### src/rtl/reg_write_queue_pkg.sv
// Shared constants and occupancy-state encoding for reg_write_queue.
package reg_write_queue_pkg;

   localparam int WRQ_WIDTH = 32;
   localparam int WRQ_DEPTH = 4;

   typedef enum logic [1:0] {
      WRQ_ST_EMPTY   = 2'd0,
      WRQ_ST_PARTIAL = 2'd1,
      WRQ_ST_FULL    = 2'd2
   } wrq_state_e;

endpackage

### src/rtl/reg_write_queue_if.sv
// Producer/consumer bus of reg_write_queue.
// Handshake: a value transfers on a rising edge where in_valid && in_ready; in_ready is !full
// from registered state only; out_enable is a one-cycle strobe qualifying out_d; stall blocks pops.
interface reg_write_queue_if
   import reg_write_queue_pkg::*;
#(
   parameter int WIDTH = WRQ_WIDTH,
   parameter int DEPTH = WRQ_DEPTH
) ();

   logic [WIDTH-1:0]       in_data;
   logic                   in_valid;
   logic                   in_ready;
   logic                   stall;
   logic [WIDTH-1:0]       out_d;
   logic                   out_enable;
   logic [$clog2(DEPTH):0] count;
   logic                   empty;
   logic                   full;
   wrq_state_e             state;

   modport master (
      output in_data, in_valid, stall,
      input  in_ready, out_d, out_enable, count, empty, full, state
   );

   modport slave (
      input  in_data, in_valid, stall,
      output in_ready, out_d, out_enable, count, empty, full, state
   );

endinterface

### src/rtl/reg_write_queue_storage.sv
// Queue entry array: one synchronous write port, one asynchronous read port, no reset.
module wrq_storage #(
   parameter int WIDTH = 32,
   parameter int DEPTH = 4,
   parameter int AW    = $clog2(DEPTH)
) (
   input  logic             clk,
   input  logic             we,
   input  logic [AW-1:0]    waddr,
   input  logic [WIDTH-1:0] wdata,
   input  logic [AW-1:0]    raddr,
   output logic [WIDTH-1:0] rdata
);

   logic [WIDTH-1:0] mem_q [DEPTH];

   always_ff @(posedge clk) begin
      if (we) mem_q[waddr] <= wdata;
   end

   assign rdata = mem_q[raddr];

endmodule

### src/rtl/reg_write_queue.sv
// Write-request FIFO feeding a 32-bit enabled register; drains one value per cycle unless stalled.
// Define WRQ_BYPASS_EN to let a value go straight to the output stage when the queue is empty.
module reg_write_queue
   import reg_write_queue_pkg::*;
#(
   parameter int WIDTH = WRQ_WIDTH,
   parameter int DEPTH = WRQ_DEPTH
) (
   input  logic              clk,
   input  logic              reset,
   reg_write_queue_if.slave  bus
);

   localparam int AW = $clog2(DEPTH);
   localparam int CW = AW + 1;
   localparam logic [CW-1:0] CNT_FULL = CW'(DEPTH);

   wrq_state_e       state_q, state_d;
   logic [AW-1:0]    wr_ptr_q, wr_ptr_d;
   logic [AW-1:0]    rd_ptr_q, rd_ptr_d;
   logic [CW-1:0]    count_q, count_d;
   logic [WIDTH-1:0] out_d_q, out_d_d;
   logic             out_en_q, out_en_d;

   logic             empty, full;
   logic             push, pop, bypass, store;
   logic [WIDTH-1:0] rdata;

   assign empty = (state_q == WRQ_ST_EMPTY);
   assign full  = (state_q == WRQ_ST_FULL);

   wrq_storage #(
      .WIDTH (WIDTH),
      .DEPTH (DEPTH),
      .AW    (AW)
   ) u_storage (
      .clk   (clk),
      .we    (store),
      .waddr (wr_ptr_q),
      .wdata (bus.in_data),
      .raddr (rd_ptr_q),
      .rdata (rdata)
   );

   always_comb begin
      push   = bus.in_valid & ~full;
      pop    = ~empty & ~bus.stall;
      bypass = 1'b0;
`ifdef WRQ_BYPASS_EN
      bypass = empty & bus.in_valid & ~bus.stall;
`else
      bypass = 1'b0;
`endif
      // A bypassed value is consumed by the output stage and never occupies an entry.
      store    = push & ~bypass;
      count_d  = count_q + CW'(store) - CW'(pop);
      wr_ptr_d = wr_ptr_q + AW'(store);
      rd_ptr_d = rd_ptr_q + AW'(pop);

      state_d = state_q;
      case (state_q)
         WRQ_ST_EMPTY:   if (store && !pop) state_d = WRQ_ST_PARTIAL;
         WRQ_ST_PARTIAL: begin
            if (count_d == CNT_FULL)  state_d = WRQ_ST_FULL;
            else if (count_d == '0)   state_d = WRQ_ST_EMPTY;
         end
         WRQ_ST_FULL:    if (pop) state_d = WRQ_ST_PARTIAL;
         default:        state_d = WRQ_ST_EMPTY;
      endcase

      out_en_d = 1'b0;
      out_d_d  = out_d_q;
      if (pop) begin
         out_en_d = 1'b1;
         out_d_d  = rdata;
      end else if (bypass) begin
         out_en_d = 1'b1;
         out_d_d  = bus.in_data;
      end
   end

   always_ff @(posedge clk or posedge reset) begin
      if (reset) begin
         state_q  <= WRQ_ST_EMPTY;
         wr_ptr_q <= '0;
         rd_ptr_q <= '0;
         count_q  <= '0;
         out_d_q  <= '0;
         out_en_q <= 1'b0;
      end else begin
         state_q  <= state_d;
         wr_ptr_q <= wr_ptr_d;
         rd_ptr_q <= rd_ptr_d;
         count_q  <= count_d;
         out_d_q  <= out_d_d;
         out_en_q <= out_en_d;
      end
   end

   assign bus.in_ready   = ~full;
   assign bus.out_d      = out_d_q;
   assign bus.out_enable = out_en_q;
   assign bus.count      = count_q;
   assign bus.empty      = empty;
   assign bus.full       = full;
   assign bus.state      = state_q;

endmodule

### src/flat_wrapper.sv
// flat-port wrapper written by rule: the top's interface ports become plain ports
module reg_write_queue_flat import reg_write_queue_pkg::*;
#(
   parameter int WIDTH = WRQ_WIDTH,
   parameter int DEPTH = WRQ_DEPTH
)
  (clk, reset, bus_in_data, bus_in_valid, bus_stall, bus_in_ready, bus_out_d, bus_out_enable, bus_count, bus_empty, bus_full, bus_state);
  reg_write_queue_if #(.WIDTH(WIDTH), .DEPTH(DEPTH)) bus_i ();
  input  logic clk;
  input  logic reset;
  input wire logic [$bits(bus_i.in_data)-1:0] bus_in_data;
  input wire logic [$bits(bus_i.in_valid)-1:0] bus_in_valid;
  input wire logic [$bits(bus_i.stall)-1:0] bus_stall;
  output wire logic [$bits(bus_i.in_ready)-1:0] bus_in_ready;
  output wire logic [$bits(bus_i.out_d)-1:0] bus_out_d;
  output wire logic [$bits(bus_i.out_enable)-1:0] bus_out_enable;
  output wire logic [$bits(bus_i.count)-1:0] bus_count;
  output wire logic [$bits(bus_i.empty)-1:0] bus_empty;
  output wire logic [$bits(bus_i.full)-1:0] bus_full;
  output wire logic [$bits(bus_i.state)-1:0] bus_state;
  assign bus_i.in_data = bus_in_data;
  assign bus_i.in_valid = bus_in_valid;
  assign bus_i.stall = bus_stall;
  assign bus_in_ready = bus_i.in_ready;
  assign bus_out_d = bus_i.out_d;
  assign bus_out_enable = bus_i.out_enable;
  assign bus_count = bus_i.count;
  assign bus_empty = bus_i.empty;
  assign bus_full = bus_i.full;
  assign bus_state = bus_i.state;
  reg_write_queue #(.WIDTH(WIDTH), .DEPTH(DEPTH)) u_core (.clk(clk), .reset(reset), .bus(bus_i));
endmodule
### config.mk
export PLATFORM = sky130hd
export DESIGN_NAME = reg_write_queue_flat
export DESIGN_NICKNAME = d
export VERILOG_FILES = /design/src/rtl/reg_write_queue_pkg.sv /design/src/rtl/reg_write_queue_if.sv /design/src/rtl/reg_write_queue_storage.sv /design/src/rtl/reg_write_queue.sv /design/src/flat_wrapper.sv
export SDC_FILE = /design/constraint.sdc
export NUM_CORES = 1
export LEC_CHECK = 0
export CAP_MARGIN = 20
export CORE_ASPECT_RATIO = 1.75
export CORE_MARGIN = 2
export CORE_UTILIZATION = 57
export CTS_BUF_LIST = sky130_fd_sc_hd__clkbuf_8
export DETAILED_ROUTE_END_ITERATION = 10
export HOLD_SLACK_MARGIN = 0.05
export PLACE_DENSITY = 0.81
export SLEW_MARGIN = 20
export SYNTH_ARGS = -nofsm -noshare
export SYNTH_HDL_FRONTEND = slang
export SYNTH_SLANG_ARGS = --single-unit
### constraint.sdc
create_clock -name clk -period 4.95 [get_ports clk]
set_input_delay 0.99 -clock clk [delete_from_list [all_inputs] [get_ports clk]]
set_output_delay 0.99 -clock clk [all_outputs]
set_load 0.02 [all_outputs]
======== After elaboration in Yosys (flattened, before gate mapping) ========
Memory sizes are Yosys's and may differ from the RTL's. A register that Yosys moved wholly into a read port is not among the register bits.
Index checks and enable logic that the tools add are counted.
cells by class
  add/sub/neg operators ................... 4
  multiply operators ...................... 0
  div/mod/pow operators ................... 0
  $lt $le $gt $ge ......................... 0
  equal/unequal tests ..................... 6
  shift operators ......................... 0
  muxes and demuxes ....................... 8
  bitwise logic cells ..................... 5
  reductions and logical operators ........ 5
operators with widths
  cell                                                 number
  two-way mux 2 bit                                    4
  case mux 2 bit (3 select lines)                      1
  adder 2 x 1 -> 2 bit                                 2
  != test 2 bit, second input constant                 2
  adder 3 x 1 -> 3 bit                                 1
  equality test 3 bit, second input constant           1
  logical NOT 3 bit                                    1
  two-way mux 1 bit                                    3
  != test 3 x 1 -> 1 bit, second input constant        1
  NOT 1 bit                                            3
  AND reduction 3 bit                                  1
  subtractor 3 x 1 -> 3 bit                            1
  bitwise AND 1 bit                                    2
  equality test 2 x 1 -> 1 bit, second input constant  1
  equality test 2 bit, second input constant           1
  logical NOT 2 bit                                    1
  logical AND 1 bit                                    1
  logical NOT 1 bit                                    1
storage, ports and cells
  register bits ........................... 10
  latch bits .............................. 0
  bits in writable memories ............... 128
  memory bits (read-only) ................. 0
  input port bits ......................... 36
  output and inout port bits .............. 41
  logic and storage cells ................. 34
  memories kept ........................... 1
memories
  name                    words  width  rd ports  clocked after memory_dff  write ports  RTL line                       text
  u_core.u_storage.mem_q  4      32     1         1                         1            reg_write_queue_storage.sv:15  logic [WIDTH-1:0] mem_q [DEPTH];

======== Logic depth before layout (Yosys ltp) ========
  word-level depth ........................ 9
  gate-level depth with buffers ........... 10
  depth with buffers taken out ............ 9

======== Modules after synthesis ========
Synthesis repeated with hierarchy kept, for this count alone.
unflattened totals
  cells, all modules ...................... 277
  area total of the unflattened synthesis .. 6454.9 µm²
modules (own cells, without submodules)
  module           times used  cells each  area each (µm²)  seq. area each (µm²)
  wrq_storage      1           171         4689.5           3843.7
  reg_write_queue  1           106         1765.4           1051.0

======== Worst setup path before layout ========
No wires, ideal clock.
  path kind ............................... in2reg
  start point ............................. input port bus_in_valid
  end point ............................... memory u_core.u_storage.mem_q[1][0], enable pin
  library setup time ...................... 468 ps
  data arrival time ....................... 3497 ps
  required time ........................... 4482 ps
  setup slack ............................. 985 ps
  stages .................................. 2
  path buffers ............................ 0
  path through ............................ nand2_1 > nor3b_1
between the ends
  longest elaborated chain between the ends .. 3
RTL lines
  item                                     RTL line                       text
  start, declared                          flat_wrapper.sv:12             input wire logic [$bits(bus_i.in_valid)-1:0] bus_in_valid;
  bitwise AND 1 bit                        reg_write_queue.sv:46          push = bus.in_valid & ~full;
  two-way mux 1 bit                        reg_write_queue_storage.sv:18  if (we) mem_q[waddr] <= wdata;
  two-way mux 1 bit (implied by the code)  reg_write_queue_storage.sv:18
  end, declared                            reg_write_queue_storage.sv:15
Every way passes these cells.

======== Final worst setup path ========
  start point ............................. input port bus_stall
  end point ............................... register u_core.state_q[1], in the netlist u_core.bus.state[1]
between the ends
  longest elaborated chain between the ends .. 6
  elaborated cells on any way between the ends .. 13
  classes of those cells .................. add/sub: 1; eq/ne: 4; mux: 2; bitwise: 2; reduce/logical: 4
RTL lines
  item                                                                                     RTL line                                      text
  start, declared                                                                          flat_wrapper.sv:13                            input wire logic [$bits(bus_i.stall)-1:0] bus_stall;
  NOT 1 bit (*)                                                                            reg_write_queue.sv:47                         pop = ~empty & ~bus.stall;
  bitwise AND 1 bit (*)                                                                    reg_write_queue.sv:47
  subtractor 3 x 1 -> 3 bit (*)                                                            reg_write_queue.sv:56                         count_d = count_q + CW'(store) - CW'(pop);
  via u_core.count_d[2]                                                                    reg_write_queue.sv:21                         logic [CW-1:0] count_q, count_d;
  equality test 3 bit / logical NOT 3 bit (equally long branches)                          reg_write_queue.sv:64, reg_write_queue.sv:65
  != test 3 x 1 -> 1 bit (no line) / two-way mux 2 bit (equally long branches)             --
  AND reduction 3 bit (no line) / case mux 2 bit (3 select lines) (equally long branches)  --
  end signal, assigned                                                                     reg_write_queue.sv:91                         state_q <= state_d;
  end, declared                                                                            reg_write_queue.sv:18                         wrq_state_e state_q, state_d;
Mark *: on every way through the listed nets, which the timed path passes. The rest lies on a longest branch.
A chain may end at the register's enable or synchronous reset.

==> impl_metrics.toml <==
[setup_path]
worst-setup-path-type = "in -> reg"
cpPeakStageDelay_ps = 510
startpoint_type = "input port"
crit_slowest_cell = "clkdlybuf4s50_1"
cp_data_arrival_time_ps = 3580
cp-end-kind = "flop"
critPathBufInv = 4
cp_top_family = "buffers and inverters"
required_ps = 5290
path_cells = "clkdlybuf4s50_1 -> o21bai_4 -> buf_16 -> inv_1 -> ha_1 -> inv_1 -> ha_1 -> fa_1 -> xor2_1 -> xnor2_1 -> a32o_1"
path_max_fanout = 19

[placement]
routabilityCongestion = 0.6671
placedCellCount = 481
placed_cell_area_mm2 = 0.007216
port_buffers = 76
dp_hpwl_mm = 6.573

[routing]
drc_errors = 0
highest_layer = "met4"
routed-wl-met2_mm = 5.957
routedWlPerCell_um = 20.16
viasPerCell = 5.660
vias = 2909
ant_nets = 0
first_pass_iters = 4
wl_met3_um = 428
finalWirelength_mm = 10.36
drtIter0Drc = 94
drt-met1-wl_mm = 3.812

[logic_synthesis]
synth.area.top_cells = "edfxtp_1 (61%), dfrtp_1 (17%), mux4_2 (11%)"
synth_warnings = 0
ys_seq_elements = 170
synth_area_per_cell_um2 = 22.65
ys_seq_area_share_pct = 77.47
syn-num-nets = 319
synth_cells = 279
synth_top_area_cell = "edfxtp_1"
synth.distinct_cells = 25
synth_area_mm2 = 0.006319
yosysTopAreaCellShare_pct = 60.83

[layout]
diodes = 0
nets = 411
final_util_pct = 71.36
drive_above_1_share_pct = 28.65
stdcell_count = 514
area_growth_pct = 21.52
fill_cells = 643
fin_area_mm2 = 0.007679

[sta]
slew_headroom_pct = 36.83
layout_min_cycle_time_ps = 3245
period_share_pct = 65.55
fin_tns_setup_ps = 0
whs_ps = 510.4
grt_setup_unrepaired = "no"
finalMaxSlewViolations = 0
worstMarginPinSlew_ps = 946.1
fmaxAchievable_mhz = 308.2
setup_viol = 0
finalHoldViolCount = 0
fin_skew_ps = 9.219

[grt]
grt_start_max_net_pins = 43
grt_antenna_before_repair = 0
grt_pass1_wl_mm = 16.30
grt_pass1_vias = 3218
grt_usage_pct = 18.49
grt_overflow = 0

[worst_hold_path]
worstHoldPathType = "reg -> reg"

[die]
die_x_um = 83.59
fp.dieH_um = 143.3
core-area_mm2 = 0.01076
initial_core_util_pct = 58.72
num_io_pins = 77
die_area_mm2 = 0.01198
num_rows = 50

[power]
ir_drop_mv = 0.3066
p_per_area_mw_per_mm2 = 610.9
power_leakage_uw = 0.002714

[status]
outcome = "complete, no violations"

[clock_network]
ctsResizeCount = 0
post_cts_buffers = 0
clock_latency_ps = 440
htree_levels = 4
cts-root-buf = "clkbuf_8"
ctsHoldBuffers = 0
cts_num_sinks = 170
cts_max_path_buffers = 2
numCtsBuffers = 17
path_clk_slew_ps = 90
cts_tree = "yes"

[run]
maxCapViolCount = 0
[final timing paths]
| kind | slack [ps] | to | start | cells after the start |
|---|---|---|---|---|
| max | 1710 | u_core.bus.state[1] | bus_stall | 11 |
| min | 510 | u_core.bus.out_d[23] | u_core.bus.out_d[23] | 1 |
| max reg2reg | 2070 | u_core.bus.state[1] | u_core.bus.state[0] | 10 |
| min reg2reg | 510 | u_core.bus.out_d[23] | u_core.bus.out_d[23] | 1 |
| max in group asynchronous | 3220 | u_core.rd_ptr_q[1] | reset | 2 |
| min in group asynchronous | 1080 | u_core.bus.out_d[10] | reset | 2 |
[routing by layer]
layer	vias to the layer above	global-route usage (%)
met5	-	0
met4	0	8.065
met3	15	4.104
met2	78	34.78
met1	1522	19.66
li1	1294	-
[state kept, by name, indices dropped and copies added, names as in the netlist]
name	cells
u_core.bus.out_enable	1
u_core.bus.count	3
u_core.u_storage.mem_q	128
u_core.rd_ptr_q	2
u_core.wr_ptr_q	2
u_core.bus.out_d	32
u_core.bus.state	2
[where the power goes]
| part | internal (uW) | switching, uW | total, uW |
|---|---|---|---|
| clock | 550 | 479 | 1030 |
| sequential | 1940 | 250 | 2190 |
| combinational | 817 | 655 | 1470 |
[cell type report]
| class | count | area (um2) | area share [%] |
|---|---|---|---|
| clock inverters | 15 | 201.4 | 2.623 |
| repair buffers | 84 | 840.8 | 10.95 |
| inverters | 10 | 37.54 | 0.4888 |
| clock buffers | 17 | 234.0 | 3.047 |
| well taps | 130 | 162.7 | 2.118 |
| multi-input cells | 88 | 1305 | 17.00 |
| flip-flops and latches | 170 | 4897 | 63.78 |
[worst reg2reg max path, delay by kind of cell (launching register included)]
family,cells,cell delay [ps]
AO/OA/AOI/OAI,2,810
flip-flops,1,450
XOR/XNOR,2,310
adder cells (fa/ha/maj),3,850
buffers and inverters,3,360
[layout by cell type, fill, tap and decap left out, types with 3 or more instances in the layout]
master	synthesis	layout
clkdlybuf4s50_1	0	76
nor2_1	3	3
xor2_1	3	3
edfxtp_1	128	128
dfrtp_1	42	40
mux2_2	32	32
inv_1	10	10
bufinv_16	0	4
buf_4	0	7
ha_1	3	3
clkbuf_8	0	17
mux4_2	31	31
clkinv_4	0	5
[cell families (layout without fill, tap and decap cells)]
logic type	count (synthesis)	after routing	share of synthesized area [%]
DFF	170	170	77.47
AOI/OAI and AO/OA	4	4	0.4950
adders and majority gates	4	4	0.9110
muxes	65	65	17.33
xor gates and xnor gates	5	5	0.6932
buffers and inverters	21	126	2.257
and+or+nand+nor	10	10	0.8515
[per-stage QoR]
step	power (uW)	setup WS (ps)
CTS	4734	1623
global route	4906	1617
global placement	3642	1236
finish	4691	1705
detailed placement	3709	1147
floorplan	3158	985.4
[synth_stat cells, drive strengths merged]
cell	count
a32o	1
fa	1
mux2i	1
nand2b	1
edfxtp	128
nor3	1
xor2	3
dfrtp	42
o21bai	1
nand2	1
clkbuf	1
mux2	32
nor3b	2
nor2b	1
xnor2	2
buf	10
ha	3
mux4	32
o21ai	2
inv	10
nor2	3
and3	1
Note: power is estimated with default switching activity, not from simulation.
